<file path="config.mk">
export PLATFORM = sky130hd
export DESIGN_NAME = rx_frame_sequencer_flat
export DESIGN_NICKNAME = d
export VERILOG_FILES = /design/src/rtl/rx_seq_if.sv /design/src/rtl/rx_frame_sequencer.sv /design/src/flat_wrapper.sv
export SDC_FILE = /design/constraint.sdc
export NUM_CORES = 1
export LEC_CHECK = 0
export CAP_MARGIN = 30
export CORE_MARGIN = 2
export CORE_UTILIZATION = 45
export CTS_BUF_LIST = sky130_fd_sc_hd__clkbuf_8
export CTS_CLUSTER_DIAMETER = 50
export DETAILED_ROUTE_END_ITERATION = 10
export PLACE_DENSITY = 0.67
export SLEW_MARGIN = 20
export SYNTH_ARGS = -nofsm -noshare
export SYNTH_HDL_FRONTEND = slang
export SYNTH_SLANG_ARGS = --single-unit
</file>
<file path="constraint.sdc">
create_clock -name clk -period 2.2 [get_ports clk]
set_input_delay 0.44 -clock clk [delete_from_list [all_inputs] [get_ports clk]]
set_output_delay 0.44 -clock clk [all_outputs]
set_load 0.05 [all_outputs]
</file>
<file path="src/rtl/rx_seq_if.sv">
// Handshake bundle between the UART RX sequencer, the start-bit detector,
// the synchronized serial line and the shift register / RX buffer.
interface rx_seq_if;
   logic start_bit_detected;
   logic sync_serial;
   logic shift_strobe;
   logic load_buffer;
   logic framing_error;
   logic busy;

   // The environment (detector, line, datapath) drives the inputs and observes the controls.
   modport master (
      output start_bit_detected,
      output sync_serial,
      input  shift_strobe,
      input  load_buffer,
      input  framing_error,
      input  busy
   );

   modport slave (
      input  start_bit_detected,
      input  sync_serial,
      output shift_strobe,
      output load_buffer,
      output framing_error,
      output busy
   );
endinterface

</file>
<file path="src/rtl/rx_frame_sequencer.sv">
// UART RX control sequencer: times a frame from the start-bit pulse, strobes the
// shift register at each data-bit centre and loads the RX buffer or flags a framing error.
module rx_frame_sequencer #(
   parameter int CLKS_PER_BIT = 10,
   parameter int DATA_BITS    = 8
) (
   input logic    clk,
   input logic    n_rst,
   rx_seq_if.slave bus
);

   localparam int HALF = CLKS_PER_BIT / 2;
   localparam int CW   = $clog2(CLKS_PER_BIT);
   localparam int BW   = $clog2(DATA_BITS + 1);

   localparam logic [CW-1:0] PERIOD_LAST = CW'(CLKS_PER_BIT - 1);
   localparam logic [CW-1:0] HALF_LAST   = CW'(HALF - 1);
   localparam logic [CW-1:0] CNT_ONE     = CW'(1);
   localparam logic [BW-1:0] BITS_LAST   = BW'(DATA_BITS - 1);
   localparam logic [BW-1:0] BIT_ONE     = BW'(1);

   typedef enum logic [1:0] {
      IDLE,
      START,
      DATA,
      STOP
   } state_t;

   state_t        state_q, state_d;
   logic [CW-1:0] cnt_q, cnt_d;
   logic [BW-1:0] bit_q, bit_d;
   logic          ferr_q, ferr_d;
   logic          strobe, load;

   // NOTE: state registers use non-blocking assignments so every flop samples pre-edge values.
   always_ff @(posedge clk or negedge n_rst) begin
      if (!n_rst) begin
         state_q <= IDLE;
         cnt_q   <= '0;
         bit_q   <= '0;
         ferr_q  <= 1'b0;
      end else begin
         state_q <= state_d;
         cnt_q   <= cnt_d;
         bit_q   <= bit_d;
         ferr_q  <= ferr_d;
      end
   end

   // NOTE: every output of this block gets a default first, so no path can infer a latch.
   always_comb begin
      state_d = state_q;
      cnt_d   = (cnt_q == PERIOD_LAST) ? '0 : cnt_q + CNT_ONE;
      bit_d   = bit_q;
      ferr_d  = ferr_q;
      strobe  = 1'b0;
      load    = 1'b0;

      unique case (state_q)
         IDLE: begin
            cnt_d = '0;
            if (bus.start_bit_detected) begin
               state_d = START;
               bit_d   = '0;
               ferr_d  = 1'b0;
            end
         end
         START: begin
            // Mid-start-bit check: a line already back high was a glitch, not a frame.
            if (cnt_q == HALF_LAST) begin
               state_d = bus.sync_serial ? IDLE : DATA;
               cnt_d   = '0;
            end
         end
         DATA: begin
            if (cnt_q == PERIOD_LAST) begin
               strobe = 1'b1;
               bit_d  = bit_q + BIT_ONE;
               if (bit_q == BITS_LAST) begin
                  state_d = STOP;
               end
            end
         end
         STOP: begin
            if (cnt_q == PERIOD_LAST) begin
               state_d = IDLE;
               if (bus.sync_serial) begin
                  load = 1'b1;
               end else begin
                  ferr_d = 1'b1;
               end
            end
         end
         default: state_d = IDLE;
      endcase
   end

   assign bus.shift_strobe  = strobe;
   assign bus.load_buffer   = load;
   assign bus.framing_error = ferr_q;
   assign bus.busy          = (state_q != IDLE);

endmodule
</file>
<file path="src/flat_wrapper.sv">
// flat-port wrapper written by rule: the top's interface ports become plain ports
module rx_frame_sequencer_flat 
#(
   parameter int CLKS_PER_BIT = 10,
   parameter int DATA_BITS    = 8
)
  (clk, n_rst, bus_start_bit_detected, bus_sync_serial, bus_shift_strobe, bus_load_buffer, bus_framing_error, bus_busy);
  rx_seq_if bus_i ();
  input logic clk;
  input logic n_rst;
  input wire logic [$bits(bus_i.start_bit_detected)-1:0] bus_start_bit_detected;
  input wire logic [$bits(bus_i.sync_serial)-1:0] bus_sync_serial;
  output wire logic [$bits(bus_i.shift_strobe)-1:0] bus_shift_strobe;
  output wire logic [$bits(bus_i.load_buffer)-1:0] bus_load_buffer;
  output wire logic [$bits(bus_i.framing_error)-1:0] bus_framing_error;
  output wire logic [$bits(bus_i.busy)-1:0] bus_busy;
  assign bus_i.start_bit_detected = bus_start_bit_detected;
  assign bus_i.sync_serial = bus_sync_serial;
  assign bus_shift_strobe = bus_i.shift_strobe;
  assign bus_load_buffer = bus_i.load_buffer;
  assign bus_framing_error = bus_i.framing_error;
  assign bus_busy = bus_i.busy;
  rx_frame_sequencer #(.CLKS_PER_BIT(CLKS_PER_BIT), .DATA_BITS(DATA_BITS)) u_core (.clk(clk), .n_rst(n_rst), .bus(bus_i));
endmodule
</file>
==> run metrics, run 1 <==
status=finished, final reports clean; Seq/Total Area, Yosys=41.1%; worst r2r src=u_core.cnt_q[0]; clock latency on the worst-skew pair=0.23 ns; synthesized area=669 sq um; Fin. Hold Viols=0; Synth area leaders=dfrtp_1 (41%), nand2_1 (5.0%), o311ai_1 (3.9%); CTS root buffer=clkbuf_8; Initial Util=49.6%; Worst slew margin=65.4%; first-pass GRT wire length=2.55 mm; post-CTS setup buffer count=0; Max Cap Viol=0; Worst R2R Path Depth=3; Critical Path RT=1.76 ns; total CTS buffers=3; Synth Area per Inst=9.17 sq um; Congestion Overflow GR=0; Clock Tree Buf Depth=2; Async SR Flop Fraction=100%; CORE AREA=1350 sq um; clock skew=0.00533 ns; TNS Setup=0 ns; top-count cell post-synth=dfrtp_1; H-tree depth=1; post_cts resized=0; yosys warns=0; Fin Hold WS=0.545 ns; pwr dens=1250 nW/um^2; Peak VDD IR=0.511 mV; gpl congestion=0.811; CP arrival=1.58 ns; Initial DRC Count=10; gr usage total=18.3%; Buffers on Ports=7; fin nets=88; Final Util=61.6%; synthesis-to-finish area growth=24.3%; Fmax=496 MHz; Synth area leader=dfrtp_1; DRT Pass-1 Iters=4; Final setup viols=0; Synth cell types=30; RSZ-0062 raised after global routing=false; CTS sink count=11; final wirelength=1.40 mm; total number of vias=565; n_diodes=0; r2r endpoint=u_core.state_q[0]; chip height=42.6 microns; register bit total from synthesis=11; hpwl dp=996 microns; CTS tree=yes; number of synthesized flops with an enable pin=0; io pins=8; Worst Tran Pin Value=0.517 ns; largest net degree at the start of global routing=18; # hold bufs at CTS=0; CP startpoint kind=primary input; # rows=13; Most used DFF post-synth=dfrtp_1; r2r setup slk=0.76 ns; Setup Crit Path Kind=primary input to primary output; Tmin final=2.02 ns; fillers=116; HP Class=primary input to async pin; synthesized instance count=73; Synth top cells by count=dfrtp_1 (11), nand2_1 (9), a21oi_1 (4), nand3_1 (4), nor2_1 (4); Syn Nets=78; WL/cell=14.5 microns; number of global-route vias before repair=557; Routed Antenna Nets=0; CP max FO=2; Slew Limit Fails=0; top-area cell type share of the netlist area=41.1%; DR DRC count=0; Clk pin slew, worst setup/hold paths=0.05 ns; number of antenna violations at the first check in global routing=0; Crit. End Element=primary output; die span in x=42.6 microns; die area=1810 sq um; share of layout cells above drive strength 1=17.1%; Vias/cell=5.82; fin crit share=91.7%; leakage=0.347 nW
[cell families after synthesis]
group | synth area share (%)
AND/OR/NAND/NOR | 25.8
AO/OA/AOI/OAI | 24.5
buffers and inverters | 6.73
flip-flops | 41.1
adder cells (fa/ha/maj) | 1.87
[flip-flops by register name, indices dropped and copies added, names as in the netlist, named ones only]
name,flops
u_core.bus.framing_error,1
u_core.cnt_q,4
u_core.bit_q,4
u_core.state_q,1
[how the worst max path moves through the flow]
stage                          from              end  slack (ns)  cells past startpoint
global route        bus_sync_serial  bus_load_buffer        0.12                      4
finish              bus_sync_serial  bus_load_buffer        0.18                      4
floorplan           u_core.cnt_q[2]  bus_load_buffer        0.15                      3
detailed placement  bus_sync_serial  bus_load_buffer        0.19                      4
global placement    bus_sync_serial  bus_load_buffer        0.22                      4
CTS                 bus_sync_serial  bus_load_buffer        0.19                      4
[cell type report]
class	count	area, sq um	area share (%)
Clock buffer	3	41.3	4.96
Clock inverter	1	3.75	0.451
Inverter	4	15.0	1.80
Multi-Input combinational cell	53	355	42.7
Sequential cell	11	275	33.1
Tap cell	15	18.8	2.26
Timing Repair Buffer	10	123	14.7
[worst max-delay path, cell delays in order]
cell             delay [ns]
clkdlybuf4s50_1        0.50
inv_1                  0.07
nor4_2                 0.38
buf_12                 0.19
[metal layers]
| metal | part of all wire (%) | vias up | global-route usage, % |
|---|---|---|---|
| met1 | 52 | 269 | 26.9 |
| met5 | 0 | - | 0 |
| li1 | - | 286 | - |
| met4 | 1.1 | 0 | 7.50 |
| met3 | 2.8 | 2 | 3.88 |
| met2 | 44 | 8 | 25.8 |
[cells in the final DEF (no fill, tap or decap), types with 3 or more instances in the layout]
cell type        count
nand3_1              4
clkbuf_8             3
nor2_1               4
buf_12               3
buf_4                3
dfrtp_1             11
nand2_1              9
nand2b_1             3
clkdlybuf4s50_1      4
a21oi_1              4
o311ai_1             3
inv_1                4
nand3b_1             3
[stage by stage]
stage,worst slack [ns],total power [mW],cells,cell area (sq um)
final,0.183,1.04,97,832
after global routing,0.116,1.13,97,832
after global placement,0.217,0.833,93,787
after detailed placement,0.189,0.847,93,787
after floorplan,0.150,0.722,73,676
after CTS,0.187,1.05,97,832
[power by group]
group	switching, mW	total, mW	internal, mW
Sequential	0.116	0.396	0.279
Clock	0.0721	0.194	0.122
Combinational	0.232	0.449	0.217
Total	0.420	1.04	0.618
No activity file was read; power rests on OpenSTA's default activity.
==> run 2: changes to the inputs <==
==> constraint.sdc (replaced) <==
create_clock -name clk -period 2.6 [get_ports clk]
set_input_delay 0.52 -clock clk [delete_from_list [all_inputs] [get_ports clk]]
set_output_delay 0.52 -clock clk [all_outputs]
set_load 0.005 [all_outputs]
==> run 2 against run 1 <==
  * Wire length is 6.4% lower
  * Power down 21%
  * Global-route usage is 0.77 points lower
  * Critical path type unchanged
  * First-iteration DRC count decreased by 40%
  * Largest cell class unchanged
  * Clock skew is essentially flat
  * Cell area fell by 5.3%
  * Final cell count fell by 1.0%
  * Sequential power is 17% lower
  * Via count is 0.88% lower
  * Die area unchanged
  * Register-to-register slack gained 0.41 ns
==> run metrics, run 2 (same netlist as run 1, synthesis figures left out) <==
status=finished, final reports clean; Fmax=419 MHz; GR Util met1=23.0% (-3.9 points); Fin. Hold Viols=0 (unchanged); Levels on crit path=4 (unchanged); critical path's top delay family=buffers and inverters; number of antenna violations at the first check in global routing=0 (unchanged); Routed Antenna Nets=0 (unchanged); Final setup viols=0 (unchanged); Worst slew margin=65.0% (-0.35 points); io pins=8 (unchanged); commonest non-fill, non-tap cells in the layout=dfrtp_1 (11), nand2_1 (9), clkdlybuf4s50_1 (7); gpl congestion=0.821 (+1.3%); DRT Pass-1 Iters=5 (+1); n_diodes=0 (unchanged); CP cell instances=clkdlybuf4s50_1 > inv_1 > nor4_1 > clkdlybuf4s50_1; share of layout cells above drive strength 1=11.1% (-6.0 points); Peak VDD IR=0.561 mV (+9.8%); Crit-path slowest cell=clkdlybuf4s50_1; r2r setup slk=1.17 ns (+0.41 ns); Worst R2R Path Depth=3 (unchanged); CORE AREA=1350 sq um (unchanged); WP buf/inv=3 (unchanged); GR Util met2=24.0% (-1.8 points); Tmin final=2.39 ns; total CTS buffers=3 (unchanged); Worst Tran Pin Value=0.523 ns (+0.00530 ns); RSZ-0062 raised after global routing=false; # hold bufs at CTS=0 (unchanged); # rows=13 (unchanged); leakage=0.326 nW (-6.0%); die span in x=42.6 microns (unchanged); CTS sink count=11 (unchanged); number of global-route vias before repair=511 (-8.3%); Worst Setup SP=bus_sync_serial; fin crit share=91.8%; largest net degree at the start of global routing=18 (unchanged); CTS root buffer=clkbuf_8; most common cell after layout, fill and taps aside=dfrtp_1; met3 Use GR=7.76% (+3.9 points); Crit. End Element=primary output; Congestion Overflow GR=0 (unchanged); Setup crit end=bus_load_buffer; largest registers=u_core.bit_q: 4 flops, u_core.cnt_q: 4 flops; total number of vias=560 (-0.88%); clock latency on the worst-skew pair=0.24 ns (about the same); Worst path max stage delay=0.54 ns (+0.04 ns); chip height=42.6 microns (unchanged); Buffers on Ports=7 (unchanged); Setup Crit Path Kind=primary input to primary output; fin cells=96 (-1.0%); Initial Util=49.6% (unchanged); r2r endpoint=u_core.state_q[0]; TNS Setup=0 ns (unchanged); final wirelength=1.31 mm (-6.4%); Clk pin slew, worst setup/hold paths=0.05 ns (about the same); Max Cap Viol=0 (unchanged); gr usage total=17.6% (-0.77 points); Placed Cells=92 (-1.1%); first-pass GRT wire length=2.27 mm (-11%); HP Class=register to register; post_cts resized=0 (unchanged); Critical Path RT=2.08 ns (+0.32 ns); Clock Tree Buf Depth=2 (unchanged); DR DRC count=0 (unchanged); die area=1810 sq um (unchanged); pwr dens=1040 nW/um^2 (-17%); Worst path most repeated cell=clkdlybuf4s50_1; Vias/cell=5.83 (+0.15%); CP max FO=2 (unchanged); synthesis-to-finish area growth=17.8%; clock skew=0.00492 ns (-0.000405 ns); CTS tree=yes; fin nets=87 (-1.1%); CP arrival=1.87 ns (+0.29 ns); post-CTS setup buffer count=0 (unchanged); Slew Limit Fails=0 (unchanged); H-tree depth=1 (unchanged); Initial DRC Count=6 (-4); global route hottest layer=met2; CP startpoint kind=primary input; hpwl dp=907 microns (-8.9%); WL/cell=13.7 microns (-5.4%); worst r2r src=u_core.cnt_q[0]
## run 2: cell types whose count changed in the layout (fill, tap and decap cells not counted), sizes merged
cell | before | now
clkdlybuf4s50 | 4 | 7
buf | 6 | 2
## run 2: metrics by stage
step / setup WS, ns / hold WS, ns / utilization [%] / area [sq um] / power [mW]
detailed placement: 0.206 / 0.539 / 55.1 / 743 / 0.652
global route: 0.141 / 0.563 / 58.4 / 788 / 0.894
finish: 0.213 / 0.538 / 58.4 / 788 / 0.817
global placement: 0.221 / 0.539 / 55.1 / 743 / 0.643
floorplan: 1.11 / 0.224 / - / 669 / 0.581
CTS: 0.202 / 0.538 / 58.4 / 788 / 0.825
## run 2: cell type report
cell class / count / area, sq um
sequential: 11 / 275
clock buffer: 3 / 41.3
clock inverter: 1 / 3.75
timing repair buffer: 9 / 85.1
inverter: 4 / 15.0
tap: 15 / 18.8
fill: 122 / 562
multi-input combinational: 53 / 349
## run 2: worst min-delay path by stage
stage / endpoint / from / depth (start not counted)
global route: u_core.state_q[0] / u_core.bit_q[3] / 1
finish: u_core.state_q[0] / u_core.bit_q[3] / 1
floorplan: async pin / n_rst / 0
global placement: u_core.bit_q[3] / u_core.bit_q[3] / 2
CTS: u_core.state_q[0] / u_core.bit_q[3] / 1
detailed placement: u_core.bit_q[3] / u_core.bit_q[3] / 2
## run 2: power by group
group | total, mW | switching (mW) | internal, mW
sequential | 0.330 | 0.0931 | 0.237
combinational | 0.321 | 0.161 | 0.160
clock | 0.167 | 0.0636 | 0.104
total | 0.817 | 0.317 | 0.500
## run 2: worst reg2reg max path, cell delays in order, from the launching register on
cell      delay (ns)
dfrtp_1         0.46
or4b_4          0.59
o21ai_1         0.15
o311ai_1        0.11
## run 2: per-layer routing
layer / share of wire (%) / wire (microns)
met3: 5.3 / 69
met4: 1.8 / 23
met1: 51 / 667
met5: 0 / 0
met2: 42 / 553
